===== config.mk =====
export PLATFORM = sky130hd
export DESIGN_NAME = wt_read_arbiter_flat
export DESIGN_NICKNAME = d
export VERILOG_FILES = /design/src/rtl/wt_read_arbiter_if.sv /design/src/rtl/wt_read_arbiter.sv /design/src/flat_wrapper.sv
export SDC_FILE = /design/constraint.sdc
export NUM_CORES = 1
export LEC_CHECK = 0
export ABC_AREA = 0
export CAP_MARGIN = 20
export CORE_ASPECT_RATIO = 0.6
export CORE_MARGIN = 1
export CORE_UTILIZATION = 30
export DETAILED_ROUTE_END_ITERATION = 7
export GPL_TIMING_DRIVEN = 0
export REMOVE_ABC_BUFFERS = 1
export SYNTH_ARGS = -nofsm -noshare
export SYNTH_HDL_FRONTEND = slang
export SYNTH_SLANG_ARGS = --single-unit

===== constraint.sdc =====
create_clock -name clk -period 3.6 [get_ports clk]
set_clock_uncertainty 0.1 [all_clocks]
set_input_delay 0.36 -clock clk [delete_from_list [all_inputs] [get_ports clk]]
set_output_delay 0.36 -clock clk [all_outputs]
set_load 0.01 [all_outputs]

===== src/rtl/wt_read_arbiter_if.sv =====
// Bus bundle between the wavetable voice channels, the bank RAM read port and the read arbiter.
// The slave modport is the arbiter's view; master is the view of whatever drives it.
interface wt_read_arbiter_if #(
    parameter int NUM_REQ   = 8,
    parameter int ADDRWIDTH = 8,
    parameter int BANKWIDTH = 2,
    parameter int DATAWIDTH = 16
);
    logic [NUM_REQ-1:0]             req_pulse;
    logic [NUM_REQ*BANKWIDTH-1:0]   req_bank;
    logic [NUM_REQ*ADDRWIDTH-1:0]   req_addr;
    logic                           ram_re;
    logic [BANKWIDTH+ADDRWIDTH-1:0] ram_raddr;
    logic [DATAWIDTH-1:0]           ram_rdata;
    logic [NUM_REQ-1:0]             rsp_valid;
    logic [DATAWIDTH-1:0]           rsp_data;
    logic                           busy;
    logic [NUM_REQ-1:0]             overrun;
    logic                           overrun_clr;

    modport slave (
        input  req_pulse, req_bank, req_addr, ram_rdata, overrun_clr,
        output ram_re, ram_raddr, rsp_valid, rsp_data, busy, overrun
    );

    modport master (
        output req_pulse, req_bank, req_addr, ram_rdata, overrun_clr,
        input  ram_re, ram_raddr, rsp_valid, rsp_data, busy, overrun
    );
endinterface


===== src/rtl/wt_read_arbiter.sv =====
// Round-robin arbiter sharing the single wavetable RAM read port among NUM_REQ voice channels,
// one grant per cycle, with a one-hot tag pipeline steering each returned word to its channel.
module wt_read_arbiter #(
    parameter int NUM_REQ   = 8,
    parameter int ADDRWIDTH = 8,
    parameter int BANKWIDTH = 2,
    parameter int DATAWIDTH = 16,
    parameter int RAM_LAT   = 1
) (
    input  logic              clk,
    input  logic              rst,
    wt_read_arbiter_if.slave  bus
);
    localparam int PTRW = (NUM_REQ > 1) ? $clog2(NUM_REQ) : 1;
    localparam int RAW  = BANKWIDTH + ADDRWIDTH;

    logic [NUM_REQ-1:0]   r_pending;
    logic [RAW-1:0]       r_addrQ [NUM_REQ];
    logic [PTRW-1:0]      r_ptr;
    logic [NUM_REQ-1:0]   r_grantTag;
    logic [NUM_REQ-1:0]   r_tagPipe [RAM_LAT];
    logic                 r_ramRe;
    logic [RAW-1:0]       r_ramRaddr;
    logic [NUM_REQ-1:0]   r_rspValid;
    logic [DATAWIDTH-1:0] r_rspData;
    logic [NUM_REQ-1:0]   r_overrun;

    logic                 w_grantValid;
    logic [PTRW-1:0]      w_grantIdx;
    logic [PTRW-1:0]      w_ptrNext;
    logic [NUM_REQ-1:0]   w_grantOneHot;
    logic [NUM_REQ-1:0]   w_overrunSet;
    logic                 w_tagBusy;

    // Scan pending flags starting at the pointer; the first hit wins, wrapping explicitly
    // so that non-power-of-two channel counts never index past NUM_REQ-1.
    always_comb begin : grantSelect
        logic [PTRW:0] cand;
        cand         = '0;
        w_grantValid = 1'b0;
        w_grantIdx   = '0;
        for (int k = 0; k < NUM_REQ; k++) begin
            cand = {1'b0, r_ptr} + (PTRW+1)'(k);
            if (cand >= (PTRW+1)'(NUM_REQ)) begin
                cand = cand - (PTRW+1)'(NUM_REQ);
            end
            if (!w_grantValid && r_pending[cand[PTRW-1:0]]) begin
                w_grantValid = 1'b1;
                w_grantIdx   = cand[PTRW-1:0];
            end
        end
    end

    always_comb begin
        w_grantOneHot = '0;
        if (w_grantValid) begin
            w_grantOneHot[w_grantIdx] = 1'b1;
        end
        w_ptrNext = (w_grantIdx == PTRW'(NUM_REQ-1)) ? '0 : w_grantIdx + PTRW'(1);
        // A re-request only overruns when the older request is not being served right now.
        w_overrunSet = bus.req_pulse & r_pending & ~w_grantOneHot;
        w_tagBusy = 1'b0;
        for (int k = 0; k < RAM_LAT; k++) begin
            w_tagBusy = w_tagBusy | (|r_tagPipe[k]);
        end
    end

    always_ff @(posedge clk) begin
        if (rst) begin
            r_pending  <= '0;
            r_ptr      <= '0;
            r_grantTag <= '0;
            r_ramRe    <= 1'b0;
            r_ramRaddr <= '0;
            r_rspValid <= '0;
            r_rspData  <= '0;
            r_overrun  <= '0;
            for (int i = 0; i < NUM_REQ; i++) begin
                r_addrQ[i] <= '0;
            end
            for (int k = 0; k < RAM_LAT; k++) begin
                r_tagPipe[k] <= '0;
            end
        end else begin
            r_ramRe    <= w_grantValid;
            r_grantTag <= w_grantOneHot;
            if (w_grantValid) begin
                r_ramRaddr <= r_addrQ[w_grantIdx];
                r_ptr      <= w_ptrNext;
            end

            // The grant reads the old address, so a same-cycle re-request simply re-arms the flag.
            r_pending <= (r_pending & ~w_grantOneHot) | bus.req_pulse;
            for (int i = 0; i < NUM_REQ; i++) begin
                if (bus.req_pulse[i]) begin
                    r_addrQ[i] <= {bus.req_bank[i*BANKWIDTH +: BANKWIDTH],
                                   bus.req_addr[i*ADDRWIDTH +: ADDRWIDTH]};
                end
            end

            r_overrun <= (bus.overrun_clr ? '0 : r_overrun) | w_overrunSet;

            r_tagPipe[0] <= r_grantTag;
            for (int k = 1; k < RAM_LAT; k++) begin
                r_tagPipe[k] <= r_tagPipe[k-1];
            end

            if (|r_tagPipe[RAM_LAT-1]) begin
                r_rspValid <= r_tagPipe[RAM_LAT-1];
                r_rspData  <= bus.ram_rdata;
            end else begin
                r_rspValid <= '0;
            end
        end
    end

    assign bus.ram_re    = r_ramRe;
    assign bus.ram_raddr = r_ramRaddr;
    assign bus.rsp_valid = r_rspValid;
    assign bus.rsp_data  = r_rspData;
    assign bus.overrun   = r_overrun;
    assign bus.busy      = (|r_pending) | w_tagBusy | r_ramRe | (|r_grantTag);

endmodule


===== src/flat_wrapper.sv =====
// flat-port wrapper written by rule: the top's interface ports become plain ports
module wt_read_arbiter_flat 
#(
    parameter int NUM_REQ   = 8,
    parameter int ADDRWIDTH = 8,
    parameter int BANKWIDTH = 2,
    parameter int DATAWIDTH = 16,
    parameter int RAM_LAT   = 1
)
  (clk, rst, bus_req_pulse, bus_req_bank, bus_req_addr, bus_ram_rdata, bus_overrun_clr, bus_ram_re, bus_ram_raddr, bus_rsp_valid, bus_rsp_data, bus_busy, bus_overrun);
  wt_read_arbiter_if #(.NUM_REQ(NUM_REQ), .ADDRWIDTH(ADDRWIDTH), .BANKWIDTH(BANKWIDTH), .DATAWIDTH(DATAWIDTH)) bus_i ();
  input  logic clk;
  input  logic rst;
  input wire logic [$bits(bus_i.req_pulse)-1:0] bus_req_pulse;
  input wire logic [$bits(bus_i.req_bank)-1:0] bus_req_bank;
  input wire logic [$bits(bus_i.req_addr)-1:0] bus_req_addr;
  input wire logic [$bits(bus_i.ram_rdata)-1:0] bus_ram_rdata;
  input wire logic [$bits(bus_i.overrun_clr)-1:0] bus_overrun_clr;
  output wire logic [$bits(bus_i.ram_re)-1:0] bus_ram_re;
  output wire logic [$bits(bus_i.ram_raddr)-1:0] bus_ram_raddr;
  output wire logic [$bits(bus_i.rsp_valid)-1:0] bus_rsp_valid;
  output wire logic [$bits(bus_i.rsp_data)-1:0] bus_rsp_data;
  output wire logic [$bits(bus_i.busy)-1:0] bus_busy;
  output wire logic [$bits(bus_i.overrun)-1:0] bus_overrun;
  assign bus_i.req_pulse = bus_req_pulse;
  assign bus_i.req_bank = bus_req_bank;
  assign bus_i.req_addr = bus_req_addr;
  assign bus_i.ram_rdata = bus_ram_rdata;
  assign bus_i.overrun_clr = bus_overrun_clr;
  assign bus_ram_re = bus_i.ram_re;
  assign bus_ram_raddr = bus_i.ram_raddr;
  assign bus_rsp_valid = bus_i.rsp_valid;
  assign bus_rsp_data = bus_i.rsp_data;
  assign bus_busy = bus_i.busy;
  assign bus_overrun = bus_i.overrun;
  wt_read_arbiter #(.NUM_REQ(NUM_REQ), .ADDRWIDTH(ADDRWIDTH), .BANKWIDTH(BANKWIDTH), .DATAWIDTH(DATAWIDTH), .RAM_LAT(RAM_LAT)) u_core (.clk(clk), .rst(rst), .bus(bus_i));
endmodule

==> metrics.txt <==
status finished with violations; failing checks negative setup slack; Pre-Repair DR Iteration Count 4; Final Hold Violating Endpoints 0; clk buf depth 2; CP arrival ~3.8 ns; CTS Hold Buffers Added 0; Fmax roughly 280 MHz; crit path to u_core.bus.ram_raddr[3]; Area Overhead vs Synth 44.0%; Setup-failing EPs final 1; vias around 5500; Setup crit start kind register; sequential area share after synthesis 53.7%; CP max stage delay 0.51 ns; Synth cell types 54; Hold Crit Class in2reg; die height 121 um; MaxCap Viol Count 0; CTS tree built; Yosys Warn Count 0; Max FO, Critical Path 10; Inserted Clock Buffers 17; synthesized flop and latch total 150; crit-path most repeated cell buf_4; RSZ-0062 raised after global routing yes; CP startpoint u_core.r_ptr[1]; Initial Utilization just over 30%; Port Buffer Count 150; layout cells sized above 1 18.6%; Cell Chain, Critical Path clkinvlp_4 -> ha_4 -> buf_6 -> mux2i_4 -> mux4_2 -> a32oi_4 -> buf_4 -> nor3_4 -> buf_4 -> a211o_4 -> a221oi_2 -> o211ai_1 -> and3_1; Yosys top cell by area edfxtp_1; first-pass GRT wire length 30200 um; # DRC 0; Finished Cell Area 10200 um2; Clock transition at path regs 0.07 ns; CTS H-tree depth 4; dpl cell area 8840 um2; Die Wd 200 um; R2R cell count 13; r2r endpoint u_core.bus.ram_raddr[3]; Async S/R FF share, synth 0%; Row Count 43; vias per cell 4.91; DRT iter0 DRCs 432; largest net degree at the start of global routing 82; WL per Instance 18.4 um; relative slew slack 36.1%; EDFF count, synth 80; top post-synthesis cells by area edfxtp_1, dfxtp_1, mux2i_1; final WL 20500 um; worst setup path class reg2reg; Placement Setup Slack -2.03 ns; Tmin final 3.60 ns; max-slew violations 0; Synth Flop Type edfxtp_1; Worst Tran Pin Value 0.956 ns; R2R setup slack -0.002 ns; core area 23100 um2; reg-to-reg critical path startpoint u_core.r_ptr[1]; GRT Residual Overflow 0; initial antenna violation count 0; Final nets 896; mapped cell area 7090 um2; Antenna Nets Post-Route 0; Crit. End Element register; fin crit share 100%; Gate Count Post-Synth 613; Leak between 3 and 4 nW; io pins between 150 and 200; slowest CP cell mux4_2; PD cells 1070 nW/um2; Routability Congestion ~0.89; Die ar. 24300 um2; Yosys top cell area share around 34%; placed wire-length estimate between 10000 and 15000 um; GRT Total Usage 16.8%; Avg Inst Size Synth 11.6 um2; ant diodes 0; TritonCTS sink count 150; Max VDD drop ~0.59 mV; vias in the first global route 5015; Skew-Pair Late Insertion Delay 0.44 ns; PnR worst setup slack -0.00223 ns; CTS root buf clkbuf_16; CP required between 3 and 4 ns
timing repair:
action	in CTS	in global routing
resized for setup	42	35
buffers inserted	16	18
gates cloned	2	3
pin swaps	7	16
setup endpoints to repair	38	24
kinds of logic after synthesis:
family	synth area share [%]
xor gates and xnor gates	0.494
adders and majority gates	0.530
and+or+nand+nor	16.4
AOI/OAI and AO/OA	11.7
DFF	53.7
muxes	13.1
buffers and inverters	4.10
stage by stage:
stage          total power [W]  setup TNS, ns  util (%)  cells  hold WS, ns
2_1_floorplan          0.00515         -83.84         -    576        0.329
3_3_place_gp           0.00662        -346.35      37.9   1041        0.342
3_5_place_dp           0.00706         -60.53      38.2   1043        0.348
4_1_cts                0.00988              0      42.4   1093        0.194
5_1_grt                 0.0114         -0.303      44.1   1114        0.213
6_report                0.0109       -0.00223      44.1   1114        0.214
where the power goes:
part	leakage, nW	total [W]	switching (W)	internal, W
logic	2.12	0.00680	0.00370	0.00309
registers	1.43	0.00231	0.000195	0.00212
clock network	0.290	0.00183	0.000728	0.00110
total	3.84	0.0109	0.00463	0.00631
final cells by class:
type	count	area, um2
Clock buffer	19	433
Timing Repair Buffer	188	1910
Tap cell	315	394
Inverter	18	91.3
Sequential cell	150	3810
Multi-Input combinational cell	411	3390
Fill cell	2175	12900
Clock inverter	13	175
worst min-delay path by stage:
stage,startpoint,to,cells after the start
floorplan,u_core.r_grantTag[4],u_core.r_tagPipe[0][4],1
global placement,u_core.bus.overrun[0],u_core.bus.overrun[0],2
detailed placement,u_core.bus.overrun[6],u_core.bus.overrun[6],2
CTS,rst,u_core.r_pending[1],2
global route,rst,u_core.r_pending[0],2
finish,rst,u_core.r_pending[1],2
worst max-delay path: cells and delay by family (launching register included):
kind	cells	cell delay [ns]
compound gates	4	1.20
mux	2	0.70
buf+inv	4	0.58
flops	1	0.36
fa+ha+maj	1	0.27
simple gates	2	0.27
flip-flops by register name, summed over array words and instances, names as in the netlist:
| signal | cells |
|---|---|
| u_core.r_pending | 8 |
| u_core.r_addrQ | 80 |
| u_core.r_grantTag | 8 |
| u_core.bus.rsp_valid | 8 |
| u_core.bus.rsp_data | 16 |
| u_core.bus.ram_re | 1 |
| u_core.r_tagPipe | 8 |
| u_core.r_ptr | 3 |
| u_core.bus.ram_raddr | 10 |
| u_core.bus.overrun | 8 |
routing by layer:
metal	wire length, um	track usage [%]
met2	8420	22.2
met4	228	5.68
met5	0	0
met1	10100	25.5
met3	1710	4.75
layout by cell type (no fill, tap or decap), types with 8 or more instances in the layout:
master	count
dfxtp_1	68
mux4_2	11
inv_1	15
edfxtp_1	80
o211ai_1	8
nor2b_1	36
and2_1	63
a311oi_1	10
nand2_1	26
clkbuf_16	19
a21oi_1	17
o31ai_1	12
clkdlybuf4s50_1	149
buf_4	27
mux2i_1	47
nand3_1	13
nor2_1	41
a21boi_0	14
or2_2	10
cell usage after synthesis, types with 11 or more instances:
cell,number
edfxtp_1,80
nor2b_1,36
clkbuf_1,15
mux4_2,11
nand2_1,28
mux2i_1,54
nor2_1,42
o31ai_1,12
inv_1,16
dfxtp_1,70
and2_1,63
a221oi_1,12
a21oi_1,20
nand3_1,13
a21boi_0,15
Power figures use the tool's default switching activity.
